--- src/rtl/alu_seq_core.sv ---
// Registered ALU with a start/busy/done handshake: bitwise, ADD and SUB finish in one EXEC cycle.
// MUL (shift-add) and DIV (restoring) take WIDTH EXEC cycles; results hold until the next completion.
module alu_seq_core #(
   parameter int WIDTH = 8
) (
   input  logic             clk,
   input  logic             rst,
   input  logic             start,
   input  logic [2:0]       Selector,
   input  logic [WIDTH-1:0] A,
   input  logic [WIDTH-1:0] B,
   input  logic             Cin,
   output logic             busy,
   output logic             done,
   output logic [WIDTH-1:0] S,
   output logic [WIDTH-1:0] Hi,
   output logic             Cout,
   output logic             Ov,
   output logic             zero,
   output logic             error,
   output logic [1:0]       dbg_state
);

   localparam int CW = $clog2(WIDTH);

   localparam logic [2:0] OP_NOT = 3'b000;
   localparam logic [2:0] OP_ADD = 3'b001;
   localparam logic [2:0] OP_SUB = 3'b010;
   localparam logic [2:0] OP_MUL = 3'b011;
   localparam logic [2:0] OP_DIV = 3'b100;
   localparam logic [2:0] OP_AND = 3'b101;
   localparam logic [2:0] OP_OR  = 3'b110;
   localparam logic [2:0] OP_XOR = 3'b111;

   typedef enum logic [1:0] {
      IDLE = 2'd0,
      EXEC = 2'd1,
      FIN  = 2'd2
   } state_t;

   state_t           state, state_n;
   logic [2:0]       op_q;
   logic [WIDTH-1:0] a_q, b_q;
   logic             cin_q;
   logic [WIDTH:0]   w_hi;
   logic [WIDTH-1:0] w_lo;
   logic [CW-1:0]    cnt;

   logic             div_zero, iterative;
   logic [WIDTH:0]   mul_sum, div_shift, div_trial;
   logic [WIDTH:0]   step_hi;
   logic [WIDTH-1:0] step_lo;
   logic [WIDTH:0]   add_full, sub_full;
   logic [WIDTH-1:0] res_s, res_hi;
   logic             res_cout, res_ov, res_err;

   assign div_zero  = (op_q == OP_DIV) && (b_q == '0);
   assign iterative = (op_q == OP_MUL) || ((op_q == OP_DIV) && !div_zero);
   assign busy      = (state != IDLE);
   assign dbg_state = state;

   // Next-state logic
   always_comb begin
      state_n = state;
      case (state)
         IDLE:    if (start) state_n = EXEC;
         EXEC:    if (!iterative || (cnt == CW'(WIDTH - 1))) state_n = FIN;
         FIN:     state_n = IDLE;
         default: state_n = IDLE;
      endcase
   end

   // One iteration of MUL or DIV on the {w_hi, w_lo} work pair
   always_comb begin
      mul_sum   = w_lo[0] ? (w_hi + {1'b0, a_q}) : w_hi;
      div_shift = {w_hi[WIDTH-1:0], w_lo[WIDTH-1]};
      div_trial = div_shift - {1'b0, b_q};
      step_hi   = '0;
      step_lo   = '0;
      if (op_q == OP_MUL) begin
         step_hi = {1'b0, mul_sum[WIDTH:1]};
         step_lo = {mul_sum[0], w_lo[WIDTH-1:1]};
      end else if (!div_trial[WIDTH]) begin
         step_hi = div_trial;
         step_lo = {w_lo[WIDTH-2:0], 1'b1};
      end else begin
         step_hi = div_shift;
         step_lo = {w_lo[WIDTH-2:0], 1'b0};
      end
   end

   // Final result selection, registered on the FIN edge
   always_comb begin
      add_full = {1'b0, a_q} + {1'b0, b_q} + {{WIDTH{1'b0}}, cin_q};
      sub_full = {1'b0, a_q} - {1'b0, b_q} - {{WIDTH{1'b0}}, cin_q};
      res_s    = '0;
      res_hi   = '0;
      res_cout = 1'b0;
      res_ov   = 1'b0;
      res_err  = 1'b0;
      case (op_q)
         OP_NOT: res_s = ~a_q;
         OP_ADD: begin
            res_s    = add_full[WIDTH-1:0];
            res_cout = add_full[WIDTH];
            res_ov   = (a_q[WIDTH-1] == b_q[WIDTH-1]) && (res_s[WIDTH-1] != a_q[WIDTH-1]);
         end
         OP_SUB: begin
            res_s    = sub_full[WIDTH-1:0];
            res_cout = sub_full[WIDTH];
            res_ov   = (a_q[WIDTH-1] != b_q[WIDTH-1]) && (res_s[WIDTH-1] != a_q[WIDTH-1]);
         end
         OP_MUL: begin
            res_s  = w_lo;
            res_hi = w_hi[WIDTH-1:0];
         end
         OP_DIV: begin
            if (div_zero) begin
               res_s   = '1;
               res_hi  = a_q;
               res_err = 1'b1;
            end else begin
               res_s  = w_lo;
               res_hi = w_hi[WIDTH-1:0];
            end
         end
         OP_AND:  res_s = a_q & b_q;
         OP_OR:   res_s = a_q | b_q;
         OP_XOR:  res_s = a_q ^ b_q;
         default: res_s = '0;
      endcase
   end

   always_ff @(posedge clk) begin
      if (rst) begin
         state <= IDLE;
         op_q  <= '0;
         a_q   <= '0;
         b_q   <= '0;
         cin_q <= 1'b0;
         w_hi  <= '0;
         w_lo  <= '0;
         cnt   <= '0;
         done  <= 1'b0;
         S     <= '0;
         Hi    <= '0;
         Cout  <= 1'b0;
         Ov    <= 1'b0;
         zero  <= 1'b0;
         error <= 1'b0;
      end else begin
         state <= state_n;
         done  <= 1'b0;
         case (state)
            IDLE: begin
               if (start) begin
                  op_q  <= Selector;
                  a_q   <= A;
                  b_q   <= B;
                  cin_q <= Cin;
                  w_hi  <= '0;
                  // MUL shifts the multiplier out of w_lo; DIV shifts the dividend out
                  w_lo  <= (Selector == OP_DIV) ? A : B;
                  cnt   <= '0;
               end
            end
            EXEC: begin
               if (iterative) begin
                  w_hi <= step_hi;
                  w_lo <= step_lo;
                  cnt  <= cnt + CW'(1);
               end
            end
            FIN: begin
               S     <= res_s;
               Hi    <= res_hi;
               Cout  <= res_cout;
               Ov    <= res_ov;
               zero  <= (res_s == '0);
               error <= res_err;
               done  <= 1'b1;
            end
            default: ;
         endcase
      end
   end

endmodule

--- config.mk ---
export PLATFORM = sky130hd
export DESIGN_NAME = alu_seq_core
export DESIGN_NICKNAME = d
export VERILOG_FILES = /design/src/rtl/alu_seq_core.sv
export SDC_FILE = /design/constraint.sdc
export NUM_CORES = 1
export LEC_CHECK = 0
export ABC_AREA = 1
export CORE_ASPECT_RATIO = 0.9
export CORE_UTILIZATION = 59
export CTS_CLUSTER_DIAMETER = 120
export DETAILED_ROUTE_END_ITERATION = 10
export PLACE_DENSITY_LB_ADDON = 0.15
export SETUP_SLACK_MARGIN = 0.2
export SLEW_MARGIN = 20
export SYNTH_ARGS = -nofsm -noshare
export SYNTH_HDL_FRONTEND = slang
export SYNTH_SLANG_ARGS = --single-unit
--- constraint.sdc ---
create_clock -name clk -period 3.8 [get_ports clk]
set_input_delay 1.14 -clock clk [delete_from_list [all_inputs] [get_ports clk]]
set_output_delay 1.14 -clock clk [all_outputs]
set_load 0.01 [all_outputs]
==> impl_metrics.tcl <==
set metrics [dict create \
    status "finished clean" \
    period_share 0.849 \
    crit_arrival_ns 3.51 \
    drtAntennaViolNets 0 \
    gp_congestion 0.928 \
    min_path_type "flop to flop" \
    core_um2 8150 \
    setup_tns_ns 0 \
    drcViolationCount 0 \
    die_y_um 89.6 \
    synth_edf_count 0 \
    hpwl_um 11600 \
    vias_per_cell 5.93 \
    overflow 0 \
    drive_gt1_frac 0.0611 \
    rsz0062_at_grt "no" \
    power_density_nw_per_um2 362 \
    synth.avg_cell_area_um2 6.62 \
    htreeDepth 3 \
    yosysUniqueCellTypes 45 \
    endpoint_kind "flop" \
    ioPinCount 47 \
    synth-seq-area-share 0.250 \
    cts_tree "done" \
    grt_antenna_before_repair 0 \
    area_delta_synth_final_pct 13.3 \
    p_leak_nw 2.61 \
    clk_path_buf_depth 2 \
    wl_um 15200 \
    synth-async-reset-ratio 0 \
    port_buffers 46 \
    tightest_slew_ns 0.932 \
    insertion_delay_ns 0.35 \
    relSlewSlack 0.378 \
    ys_warn_count 0 \
    clock.fmax_mhz 310 \
    finish.utilization 0.700 \
    grt_max_degree 41 \
    diodes 0 \
    grt_pass1_wl_um 23900 \
    syn_area_um2 5030 \
    synth_nets 839 \
    synth_largest_area_cell "dfxtp_1" \
    yosysMostFrequentCell "nand2_1" \
    setup_violations 0 \
    cp_max_fo 6 \
    ys_ff_latch 63 \
    finClkSkew_ns 0.0118 \
    synthTopCellsByCount "nand2_1, inv_1, a21oi_1" \
    grt_pass1_vias 4671 \
    row_count 31 \
    cp-start-kind "flop" \
    synthCells 761 \
    yosys.area.top_type_share 0.250 \
    die_w_um 99.4 \
    critPathRequiredTime_ns 4.09 \
    numClockSinks 63 \
    critical_path_class "flop to flop" \
    cts.clk_slew.worst_paths_ns 0.08 \
    finalMaxSlewViolations 0 \
    drt_iter0_drc 662 \
    ir_drop_mv 0.260 \
    cts_inserted_buffers 9 \
    synth-main-ff-cell "dfxtp_1" \
    start_util 0.618 \
    track_usage 0.354 \
    p_total_mw 2.06 \
    hold_violations 0 \
    num_vias 5341 \
    period_needed_ns 3.23 \
    cts_hold_buf 0 \
    drtPass1Iterations 6 \
    synth_area_leaders "dfxtp_1, ha_1, nand2_1, a21oi_1, inv_1" \
    die_area_um2 8910 \
    drv_cap 0 \
    fin_nets 875 \
    cts_root_buffer "clkbuf_8" \
    wl_per_cell_um 16.9 \
]
-- area by class of cell --
class                      count  area (um^2)
timing repair buffer          51          495
clock buffer                  11          141
tap                           99          124
clock inverter                 5         33.8
multi-input combinational    566         3230
inverter                     106          419
sequential                    63         1260
fill                         754         2440
-- logic make-up after synthesis --
family	count (synthesis)	share of synthesized area
AOI/OAI and AO/OA	186	0.202
adders and majority gates	55	0.146
xor gates and xnor gates	7	0.0122
buffers and inverters	132	0.111
DFF	63	0.250
and+or+nand+nor	318	0.279
-- state kept, by name, indices dropped and copies added, names as in the netlist, 2 cells and up --
name and cells:
a_q 8, S 8, b_q 8, Hi 8, op_q 3, w_lo 8, dbg_state 2, cnt 3
w_hi 9
-- per-stage QoR --
stage	hold slack, ns	setup WS (ns)	std cells	instance area, um^2
2_1_floorplan	0.429	0.862	761	5030
3_3_place_gp	0.453	0.677	882	5490
3_5_place_dp	0.456	0.528	882	5490
4_1_cts	0.467	0.492	898	5670
5_1_grt	0.484	0.250	901	5700
6_report	0.465	0.572	901	5700
-- placed cells by master, fill, tap and decap left out, types with 3 or more instances in the layout --
cell type / Yosys / final
o21ai_0: 69 / 69
clkdlybuf4s50_1: 0 / 46
xnor2_1: 4 / 4
inv_2: 6 / 7
nand4_1: 10 / 10
buf_4: 1 / 4
o22ai_1: 10 / 10
inv_1: 95 / 93
nand2_1: 159 / 159
inv_4: 3 / 3
a21oi_1: 87 / 87
clkinv_4: 2 / 3
nand3_1: 68 / 68
fa_1: 6 / 6
nor2_1: 67 / 67
a211oi_1: 6 / 6
dfxtp_1: 63 / 62
ha_1: 49 / 48
xor2_1: 3 / 3
clkbuf_8: 0 / 10
clkinvlp_4: 0 / 3
-- critical path: stages (launching register included) --
cell	delay, ns
dfxtp_1	0.33
inv_1	0.11
ha_1	0.16
inv_1	0.06
fa_1	0.40
nand3_1	0.10
nand2_1	0.07
nand2_1	0.09
nand2_1	0.06
a21oi_1	0.15
or2_2	0.14
inv_1	0.03
o21ai_0	0.14
nand2_1	0.12
ha_4	0.33
clkinvlp_4	0.15
clkbuf_2	0.19
a21oi_1	0.14
o21ai_0	0.10
inv_1	0.06
o21ai_0	0.08
a21oi_1	0.15
-- metal layers --
metal | global-route usage | wire length, um
met1 | 0.499 | 6830
met2 | 0.540 | 6410
met3 | 0.0650 | 1610
met4 | 0.138 | 398
met5 | 0 | 0
-- where the power goes --
part / internal [mW] / switching (mW)
clock network: 0.253 / 0.285
logic: 0.274 / 0.493
registers: 0.701 / 0.0558
total: 1.23 / 0.834
-- path summary, 6_finish.rpt --
check	start	end	slack, ns	depth (start not counted)
worst min-delay path	Hi[2]$_SDFFE_PP0P_	Hi[2]$_SDFFE_PP0P_	0.47	2
worst max register to register	w_lo[7]$_SDFFE_PP0P_	w_hi[5]$_SDFFE_PP0P_	0.57	21
worst max-delay path	w_lo[7]$_SDFFE_PP0P_	w_hi[5]$_SDFFE_PP0P_	0.57	21
worst min register to register	Hi[2]$_SDFFE_PP0P_	Hi[2]$_SDFFE_PP0P_	0.47	2
-- timing repair --
action | CTS | global route
setup endpoints to repair | 0 | 3
buffers inserted | 0 | 3
endpoints found under the hold margin | 0 | 0
resized for setup | 0 | 5
Power figures use the tool's default switching activity.
